**src/rtl/pwm_duty_meter.sv**
```systemverilog
// PWM duty-cycle meter: measures high time and period between rising edges and reports duty as 0..100 %.
// Optional build macro PWM_DUTY_ROUND_EN selects round-to-nearest instead of truncation.
module pwm_duty_meter #(
    parameter int CNT_W   = 16,
    parameter int TIMEOUT = 50000
) (
    input  logic             clk,
    input  logic             rst,
    input  logic             pwm_in,
    output logic [6:0]       duty_pct,
    output logic             duty_valid,
    output logic [CNT_W-1:0] period_cnt,
    output logic             stuck,
    output logic             overrun
);
    // Result interface: duty_valid is a single-cycle strobe with no back-pressure;
    // duty_pct/period_cnt are valid in that cycle and hold until the next strobe.

    localparam int NB = CNT_W + 7;
    localparam int IW = $clog2(NB + 1);

    typedef enum logic [1:0] {
        IDLE       = 2'd0,
        MEASURE    = 2'd1,
        TIMEOUT_ST = 2'd2
    } state_t;

    state_t state_q, state_d;

    logic s1, s, s_d;
    logic rise;

    always_ff @(posedge clk) begin
        if (rst) begin
            s1  <= 1'b0;
            s   <= 1'b0;
            s_d <= 1'b0;
        end else begin
            s1  <= pwm_in;
            s   <= s1;
            s_d <= s;
        end
    end

    assign rise = s & ~s_d;

    logic [CNT_W-1:0] hi_cnt, per_cnt;
    logic             timeout_hit;
    logic             capture;

    assign timeout_hit = (per_cnt == CNT_W'(TIMEOUT));
    assign capture     = (state_q == MEASURE) && rise;

    always_ff @(posedge clk) begin
        if (rst) begin
            state_q <= IDLE;
        end else begin
            state_q <= state_d;
        end
    end

    always_comb begin
        state_d = state_q;
        case (state_q)
            IDLE:       if (rise) state_d = MEASURE;
            MEASURE:    if (!rise && timeout_hit) state_d = TIMEOUT_ST;
            TIMEOUT_ST: state_d = rise ? MEASURE : IDLE;
            default:    state_d = IDLE;
        endcase
    end

    // Every rise restarts the window; the rise that counts is already high for one cycle.
    always_ff @(posedge clk) begin
        if (rst) begin
            hi_cnt  <= '0;
            per_cnt <= '0;
        end else if (rise) begin
            hi_cnt  <= CNT_W'(1);
            per_cnt <= CNT_W'(1);
        end else if (state_q == MEASURE) begin
            per_cnt <= per_cnt + CNT_W'(1);
            if (s) hi_cnt <= hi_cnt + CNT_W'(1);
        end else begin
            hi_cnt  <= '0;
            per_cnt <= '0;
        end
    end

    logic [NB-1:0] num_w;

    always_comb begin
`ifdef PWM_DUTY_ROUND_EN
        num_w = {7'd0, hi_cnt} * NB'(100) + {8'd0, per_cnt[CNT_W-1:1]};
`else
        num_w = {7'd0, hi_cnt} * NB'(100);
`endif
    end

    logic             div_busy;
    logic [IW-1:0]    div_iter;
    logic [NB-1:0]    div_q;
    logic [CNT_W-1:0] div_r;
    logic [CNT_W-1:0] div_den;
    logic             div_done;
    logic             div_free;
    logic [CNT_W:0]   trial;
    logic             trial_ge;
    logic [CNT_W-1:0] r_next;

    assign div_done = div_busy && (div_iter == IW'(NB));
    // A capture landing on the completion cycle is accepted: the result leaves as the new operands load.
    assign div_free = !div_busy || div_done;

    // Restoring step: remainder stays below the divisor, so CNT_W bits hold it between steps.
    assign trial    = {div_r, div_q[NB-1]};
    assign trial_ge = (trial >= {1'b0, div_den});
    assign r_next   = trial_ge ? CNT_W'(trial - {1'b0, div_den}) : trial[CNT_W-1:0];

    always_ff @(posedge clk) begin
        if (rst) begin
            div_busy <= 1'b0;
            div_iter <= '0;
            div_q    <= '0;
            div_r    <= '0;
            div_den  <= '0;
        end else if (capture && div_free) begin
            div_busy <= 1'b1;
            div_iter <= '0;
            div_q    <= num_w;
            div_r    <= '0;
            div_den  <= per_cnt;
        end else if (div_done) begin
            div_busy <= 1'b0;
        end else if (div_busy) begin
            div_q    <= {div_q[NB-2:0], trial_ge};
            div_r    <= r_next;
            div_iter <= div_iter + IW'(1);
        end
    end

    always_ff @(posedge clk) begin
        if (rst) begin
            duty_pct   <= '0;
            period_cnt <= '0;
            duty_valid <= 1'b0;
            stuck      <= 1'b0;
            overrun    <= 1'b0;
        end else begin
            duty_valid <= 1'b0;
            overrun    <= 1'b0;
            if (state_q == MEASURE && !rise && timeout_hit) begin
                duty_pct   <= s ? 7'd100 : 7'd0;
                period_cnt <= '0;
                duty_valid <= 1'b1;
                stuck      <= 1'b1;
            end else if (div_done) begin
                duty_pct   <= div_q[6:0];
                period_cnt <= div_den;
                duty_valid <= 1'b1;
            end
            if (rise) stuck <= 1'b0;
            if (capture && !div_free) overrun <= 1'b1;
        end
    end

endmodule

```
**config.mk**
```make
export PLATFORM = sky130hd
export DESIGN_NAME = pwm_duty_meter
export DESIGN_NICKNAME = d
export VERILOG_FILES = /design/src/rtl/pwm_duty_meter.sv
export SDC_FILE = /design/constraint.sdc
export NUM_CORES = 1
export LEC_CHECK = 0
export CORE_ASPECT_RATIO = 1.5
export CORE_MARGIN = 2
export CORE_UTILIZATION = 60
export CTS_CLUSTER_DIAMETER = 200
export DETAILED_ROUTE_END_ITERATION = 12
export DONT_BUFFER_PORTS = 1
export HOLD_SLACK_MARGIN = 0.05
export PLACE_DENSITY = 0.76
export SYNTH_ARGS = -nofsm -noshare
export SYNTH_HDL_FRONTEND = slang
export SYNTH_SLANG_ARGS = --single-unit
```
**constraint.sdc**
```tcl
create_clock -name clk -period 5.26 [get_ports clk]
set_clock_uncertainty 0.05 [all_clocks]
set_input_delay 1.052 -clock clk [delete_from_list [all_inputs] [get_ports clk]]
set_output_delay 1.052 -clock clk [all_outputs]
set_load 0.1 [all_outputs]
```
=== Word level (Yosys, flattened, before mapping) ===
Index checks and enable logic that the tools add are counted.

* Magnitude comparators: 1
* Multiply operators: 1
* Muxes and demuxes: 21
* Eq/ne operators: 8
* Reduce and logical (&&, ||, !) cells: 22
* Add/subtract/negate cells: 4
* Bitwise operators: 4

{| class="wikitable"
|+ Operator list
! kind !! number
|-
| 23-bit two-way mux || 3
|-
| 16-bit by 1-bit adder with 16-bit output (second input constant) || 2
|-
| 16-bit by 5-bit multiplier with 21-bit output (second input constant) || 1
|-
| 7-bit two-way mux || 3
|-
| 17-bit by 16-bit >= comparator with 1-bit output || 1
|-
| 16-bit == test (second input constant) || 1
|-
| 16-bit two-way mux || 1
|-
| 16-bit subtractor || 1
|-
| 1-bit two-way mux || 11
|-
| 1-bit logical AND || 7
|-
| 2-bit case mux with 3 select lines || 1
|-
| 2-bit AND reduction || 3
|-
| 2-bit nonzero test || 3
|-
| 2-bit OR reduction || 3
|-
| 5-bit by 1-bit adder with 5-bit output (second input constant) || 1
|-
| 5-bit == test (second input constant) || 1
|-
| 2-bit two-way mux || 2
|-
| 2-bit inequality test (second input constant) || 2
|-
| 1-bit zero test || 3
|-
| 3-bit inequality test (second input constant) || 1
|-
| 1-bit inverter || 3
|-
| 3-bit OR reduction || 1
|-
| 2-bit by 1-bit == test with 1-bit output (second input constant) || 1
|-
| 2-bit == test (second input constant) || 1
|-
| other kinds (4) || 4
|}

* Output and inout bits: 26
* Bits in registers: 124
* Bits of input ports: 3

=== Depth between registers and ports, before layout ===
Gate-level depths: netlist of the first run.

* Depth after elaboration: 6
* Gate-level depth with buffers: 13
* Mapped depth without buffers: 13

=== Worst setup path after synthesis of the first run ===
No wires, ideal clock.

* Path kind: register to register
* From: register hi_cnt[6]
* To: register div_q[18]
* Setup time: 112 ps
* Path buffers: 0
* Stages on the path, launching flop included: 14
* Slack: 1889 ps
* Arrival: 3209 ps
* Required time: 5098 ps
* Cells stage by stage: dfxtp_1 ha_1 ha_1 inv_1 fa_1 inv_1 ha_1 o21ai_0 nand2b_1 a311o_1 or2_1 a21oi_1 xor2_1 a2111oi_1

* Longest elaborated chain between the ends: 2

{| class="wikitable"
|+ Ends and longest elaborated chain
! element !! line !! RTL
|-
| start, declared || 47 || <nowiki>logic [CNT_W-1:0] hi_cnt, per_cnt;</nowiki>
|-
| start signal, assigned || 82 || <nowiki>if (s) hi_cnt <= hi_cnt + CNT_W'(1);</nowiki>
|-
| 16-bit by 5-bit multiplier with 21-bit output || 95 || <nowiki>num_w = {7'd0, hi_cnt} * NB'(100);</nowiki>
|-
| 23-bit two-way mux || 126 || <nowiki>end else if (capture && div_free) begin</nowiki>
|-
| end signal, assigned || 129 || <nowiki>div_q <= num_w;</nowiki>
|-
| end signal, assigned || 135 || <nowiki>div_q <= {div_q[NB-2:0], trial_ge};</nowiki>
|-
| end, declared || 101 || <nowiki>logic [NB-1:0] div_q;</nowiki>
|}

Every way passes these cells.
A chain may end at the register's enable or synchronous reset.

=== Worst setup path in the final report of the first run ===
* From: register hi_cnt[4]
* To: register div_q[18]

Same word-level chain as after synthesis.

==> results.sh, run 1 <==
export IMPL_postCtsResizedCells=0
export IMPL_fin_tns_setup_ns=0
export IMPL_cts_root_buffer="clkbuf_16"
export IMPL_synth_flop_cell="dfxtp_1"
export IMPL_holdCritPathClass="reg2reg"
export IMPL_clk_pin_slew_ns=0.06
export IMPL_synth_async_reset_ratio=0
export IMPL_cts_tree="done"
export IMPL_hold_start="s1"
export IMPL_htree_levels=4
export IMPL_via_count=6249
export IMPL_rsz0062_at_grt="false"
export IMPL_syn_area_mm2=0.007353
export IMPL_worst_setup_path_end_kind="register"
export IMPL_setup_viol=0
export IMPL_hold_buffers=0
export IMPL_pwr_share_seq=0.445
export IMPL_synth_cell_types=61
export IMPL_wl_per_cell_um=15.82
export IMPL_final_cell_area_mm2=0.007980
export IMPL_drive_above_1_share=0.05379
export IMPL_crit_start="hi_cnt[4]"
export IMPL_routed_wl_mm=16.84
export IMPL_ys_seq_area_frac=0.3376
export IMPL_post_route_drc_count=0
export IMPL_power_switching_share=0.2527
export IMPL_p_int_mw=1.596
export IMPL_switchingPower_mw=0.5396
export IMPL_grt_overflow=0
export IMPL_power_leakage_nw=3.394
export IMPL_ys_ff_latch=124
export IMPL_grt_max_degree=49
export IMPL_finalCritPeriodShare=0.7060
export IMPL_cap_violations=0
export IMPL_finalHoldViolCount=0
export IMPL_start_util=0.6151
export IMPL_timing_rr_start="hi_cnt[4]"
export IMPL_place_congestion=0.9058
export IMPL_antenna_found_initial=0
export IMPL_grt_pass1_vias=6064
export IMPL_crit_type="reg2reg"
export IMPL_dp_cells=1032
export IMPL_cts_buffer_depth=2
export IMPL_place_hpwl_mm=12.24
export IMPL_boundaryPins=29
export IMPL_tightest_slew_ns=1.149
export IMPL_status="completed"
export IMPL_synth_edf_count=0
export IMPL_avgSynthCellArea_um2=8.036
export IMPL_p_per_area_mw_per_mm2=267.6
export IMPL_cts_setup_buffers=0
export IMPL_via_per_inst=5.873
export IMPL_clock_power_share=0.526
export IMPL_min_period_ns=3.714
export IMPL_slew_viol_final=0
export IMPL_fmax_mhz=269.3
export IMPL_die_h_um=139.6
export IMPL_ant_nets=0
export IMPL_worstSkewPairLatency_ns=0.42
export IMPL_start_kind="register"
export IMPL_slew_headroom=0.2314
export IMPL_synth_top_cell_by_area="dfxtp_1"
export IMPL_syn2layout_area_growth_pct=8.525
export IMPL_rows=49
export IMPL_syn_nets=1001
export IMPL_power_mw=2.135
export IMPL_final_common_cell="nand2_1"
export IMPL_worstPathArrival_ns=3.96
export IMPL_nNetsFinal=984
export IMPL_dpl_instance_area_mm2=0.007412
export IMPL_die_w_um=94.39
export IMPL_holdWs_ns=0.3888
export IMPL_worstPathMaxFanout=4
export IMPL_layout_common_cells="nand2_1 (139), dfxtp_1 (124), nor2_1 (80)"
export IMPL_portBuffers=0
export IMPL_yosysWarnings=0
export IMPL_grt_pass1_wl_mm=27.83
export IMPL_dr_pass1_iters=5
export IMPL_grt_use_total=0.2628
export IMPL_worst_ir_drop_vdd_mv=0.2371
export IMPL_combPwrFrac=0.030
export IMPL_core_area_mm2=0.01196
export IMPL_num_antenna_cells=0
export IMPL_drtIter0Drc=243
export IMPL_syn_inst=915
export IMPL_numCtsBuffers=17
export IMPL_fin_cells=1064
export IMPL_fp_dieArea_mm2=0.01318
export IMPL_synth_top_cell_area_share=0.3376
export IMPL_worstPathRequired_ns=5.51
export IMPL_synthTopCellsByArea="dfxtp_1 (34%), ha_1 (12%), nand2_1 (7.1%), a21oi_1 (5.2%), nor2_1 (4.1%)"
export IMPL_clkSinkCount=124
-- path summary, 6_finish.rpt --
path / end / slack, ns / cells past startpoint
worst max-delay path: div_q[18] / 1.55 / 13
worst min-delay path: s / 0.39 / 1
worst max register to register: div_q[18] / 1.55 / 13
worst min register to register: s / 0.39 / 1
-- metal layers --
layer  up-vias  global-route usage  routed length, µm
met5         -                   0                  0
met1      2947              0.2864               6583
met2       155              0.4714               8864
li1       3109                   -                  -
met4         0              0.1388                694
met3        38             0.04927                694
-- stage by stage --
step	setup slack [ns]	utilization
detailed placement	1.599	0.6200
finish	1.546	0.6675
CTS	1.561	0.6675
floorplan	1.889	-
global placement	1.709	0.6200
global route	1.387	0.6675
-- cells in the mapped netlist (all sizes together) (4+ instances only) --
cell type,n
o31ai,4
a311oi,8
a31oi,14
xnor2,28
o21ai,37
buf,14
nand2b,6
nor2,80
nor2b,13
and3,9
ha,71
nand4,19
nor3,15
nand3,34
or3,4
xor2,23
inv,77
clkbuf,27
nand2,139
a21boi,4
mux2i,8
a211oi,13
fa,12
dfxtp,124
a21oi,76
o211ai,6
a21o,12
-- registers in the layout, indices dropped and copies added (netlist names) --
register	count
div_q	23
per_cnt	16
overrun	1
stuck	1
state_q	2
div_busy	1
duty_valid	1
s1	1
div_den	16
duty_pct	7
div_iter	5
div_r	16
s	1
period_cnt	16
hi_cnt	16
s_d	1
-- power groups by stage --
stage	sequential, mW	clock, mW	combinational [mW]
after floorplan	0.969	0	0.0557
after detailed placement	0.971	0	0.0620
after CTS	0.950	1.13	0.0627
after global routing	0.950	1.18	0.0703
after global placement	0.970	0	0.0604
final	0.950	1.12	0.0634
-- area by class of cell --
class                           instances  area, µm²
Multi-Input combinational cell        673       4412
Fill cell                             976       3975
Sequential cell                       124       2482
Clock buffer                           17      425.4
Inverter                               77      289.0
Tap cell                              153      191.4
Clock inverter                         15      142.6
Timing Repair Buffer                    5      37.54
-- worst max-delay path: stages, from the launching register on --
cell	delay, ns
dfxtp_1	0.42
ha_1	0.28
ha_1	0.27
inv_1	0.05
fa_1	0.50
inv_1	0.04
ha_1	0.32
o21ai_0	0.27
o21ai_1	0.12
a311o_1	0.33
or2_1	0.27
a21oi_1	0.20
xor2_1	0.09
a2111oi_1	0.38
-- cell families after synthesis --
group / share of synthesized area
AO/OA/AOI/OAI: 0.1637
XOR/XNOR: 0.06075
adder cells (fa/ha/maj): 0.1535
buffers and inverters: 0.06296
flip-flops: 0.3376
multiplexers: 0.01089
AND/OR/NAND/NOR: 0.2107
Power figures use the tool's default switching activity.
==> inputs of run 2 (changes only) <==
- CORE_UTILIZATION: 60 -> 58
- clock period: 5.26 -> 3.23 ns (I/O delays scaled with it)
==> results.sh, run 2 (synthesis gave the netlist of run 1 again) <==
export IMPL_grt_use_total=0.2745
export IMPL_fmax_mhz=309.9
export IMPL_largest_register="div_q"
export IMPL_fillCellCount=956
export IMPL_tightest_slew_ns=1.135
export IMPL_start_util=0.5907
export IMPL_fin_tns_setup_ns=0
export IMPL_drtIter0Drc=290
export IMPL_p_int_mw=2.678
export IMPL_post_route_drc_count=0
export IMPL_cts_buffer_depth=2
export IMPL_largest_reg_flops=23
export IMPL_grtUsageMet1=0.2945
export IMPL_routed_wl_mm=18.36
export IMPL_hold_buffers=0
export IMPL_pwr_share_seq=0.431
export IMPL_clkSinkCount=124
export IMPL_place_hpwl_mm=12.43
export IMPL_syn2layout_area_growth_pct=20.45
export IMPL_setup_slack_ns=0.003162
export IMPL_switchingPower_mw=0.8901
export IMPL_htree_levels=4
export IMPL_portBuffers=0
export IMPL_nNetsFinal=1039
export IMPL_start_kind="register"
export IMPL_worstPathMaxFanout=4
export IMPL_final_common_cell="nand2_1"
export IMPL_gr_usage_met3=0.05629
export IMPL_via_per_inst=5.774
export IMPL_grt_pass1_wl_mm=29.34
export IMPL_dpl_instance_area_mm2=0.007841
export IMPL_use_met2=0.5068
export IMPL_drive_above_1_share=0.1687
export IMPL_boundaryPins=29
export IMPL_grt_pass1_vias=6263
export IMPL_multiInputGateArea_mm2=0.004816
export IMPL_clock_power_share=0.538
export IMPL_combPwrFrac=0.031
export IMPL_dr_pass1_iters=5
export IMPL_finalHoldViolCount=0
export IMPL_final_cell_area_mm2=0.008857
export IMPL_place_congestion=0.9375
export IMPL_die_w_um=95.94
export IMPL_ant_nets=0
export IMPL_busiest_layer="met2"
export IMPL_worstSkewPairLatency_ns=0.42
export IMPL_power_switching_share=0.2495
export IMPL_clk_pin_slew_ns=0.07
export IMPL_die_h_um=141.9
export IMPL_wl_per_cell_um=16.37
export IMPL_holdCritPathClass="in2reg"
export IMPL_power_leakage_nw=3.621
export IMPL_status="completed"
export IMPL_regArea_mm2=0.002511
export IMPL_p_per_area_mw_per_mm2=402.9
export IMPL_numCtsBuffers=17
export IMPL_finalCritPeriodShare=0.9990
export IMPL_worst_ir_drop_vdd_mv=0.3365
export IMPL_cts_tree="done"
export IMPL_crit_type="reg2reg"
export IMPL_layout_common_cells="nand2_1 (139), dfxtp_1 (115), nor2_1 (80)"
export IMPL_setup_viol=0
export IMPL_cap_violations=0
export IMPL_worstPathRequired_ns=3.51
export IMPL_worst_setup_path_end_kind="register"
export IMPL_power_mw=3.568
export IMPL_antenna_found_initial=0
export IMPL_cts_root_buffer="clkbuf_16"
export IMPL_core_area_mm2=0.01245
export IMPL_min_period_ns=3.227
export IMPL_final_core_util=0.7115
export IMPL_slew_viol_final=0
export IMPL_worstPathArrival_ns=3.50
export IMPL_rows=50
export IMPL_grt_overflow=0
export IMPL_num_antenna_cells=0
export IMPL_via_count=6478
export IMPL_fp_dieArea_mm2=0.01361
export IMPL_slew_headroom=0.2406
export IMPL_pre_cts_slack_ns=-0.1574
export IMPL_rsz0062_at_grt="true"
export IMPL_grt_max_degree=49
==> run 2: cell count changes in the layout (fill, tap and decap cells not counted), moves of 9 or more <==
cell / before / now
ha_4: 0 / 24
dfxtp_1: 124 / 115
buf_4: 5 / 60
ha_1: 71 / 45
==> run 2: timing repair <==
action                                  CTS  global route
endpoints found under the setup margin    4             5
gates resized for setup                  34            25
pin swaps                                16            13
buffers inserted                          8             4
==> run 2: metal layers <==
metal  up-vias  part of all wire
met2       143              0.54
met3        41             0.035
met4         0             0.030
li1       3219                 -
met1      3075              0.39
met5         -                 0
==> run 2: worst max-delay path, stage by stage, from the launching register on <==
cell and delay [ns]:
dfxtp_2 0.39, ha_4 0.23, ha_4 0.26, fa_1 0.44, ha_4 0.26, a211oi_4 0.28, o21ai_2 0.09, a311o_1 0.30
or2_4 0.26, a31oi_2 0.15, xor2_1 0.11, o41ai_2 0.32
==> run 2: power groups by stage <==
stage / registers [mW] / logic (mW) / clock network (mW)
after floorplan: 1.58 / 0.0907 / 0
after global placement: 1.58 / 0.106 / 0
after detailed placement: 1.58 / 0.107 / 0
after CTS: 1.54 / 0.108 / 1.93
after global routing: 1.54 / 0.121 / 1.99
final: 1.54 / 0.109 / 1.92
==> run 2: through the flow <==
| step | cells | hold WS (ns) |
|---|---|---|
| 3_3_place_gp | 1078 | 0.3690 |
| 3_5_place_dp | 1078 | 0.3768 |
| 6_report | 1122 | 0.2360 |
| 5_1_grt | 1122 | 0.2286 |
| 4_1_cts | 1118 | 0.2345 |
| 2_1_floorplan | 915 | 0.3638 |
==> run 2: worst paths after layout <==
| check | depth (start not counted) | end | slack [ns] | from |
|---|---|---|---|---|
| hold reg to reg | 1 | s | 0.39 | s1 |
| setup / recovery | 11 | div_q[20] | 0.003 | hi_cnt[2] |
| hold / removal | 1 | s | 0.24 | rst |
| setup reg to reg | 11 | div_q[20] | 0.003 | hi_cnt[2] |
==> run 2: cell type report <==
| type | count | share of cell area |
|---|---|---|
| Clock buffer | 17 | 0.04803 |
| Inverter | 77 | 0.03263 |
| Multi-Input combinational cell | 673 | 0.5437 |
| Sequential cell | 124 | 0.2835 |
| Clock inverter | 15 | 0.01921 |
| Tap cell | 156 | 0.02204 |
| Timing Repair Buffer | 60 | 0.05085 |
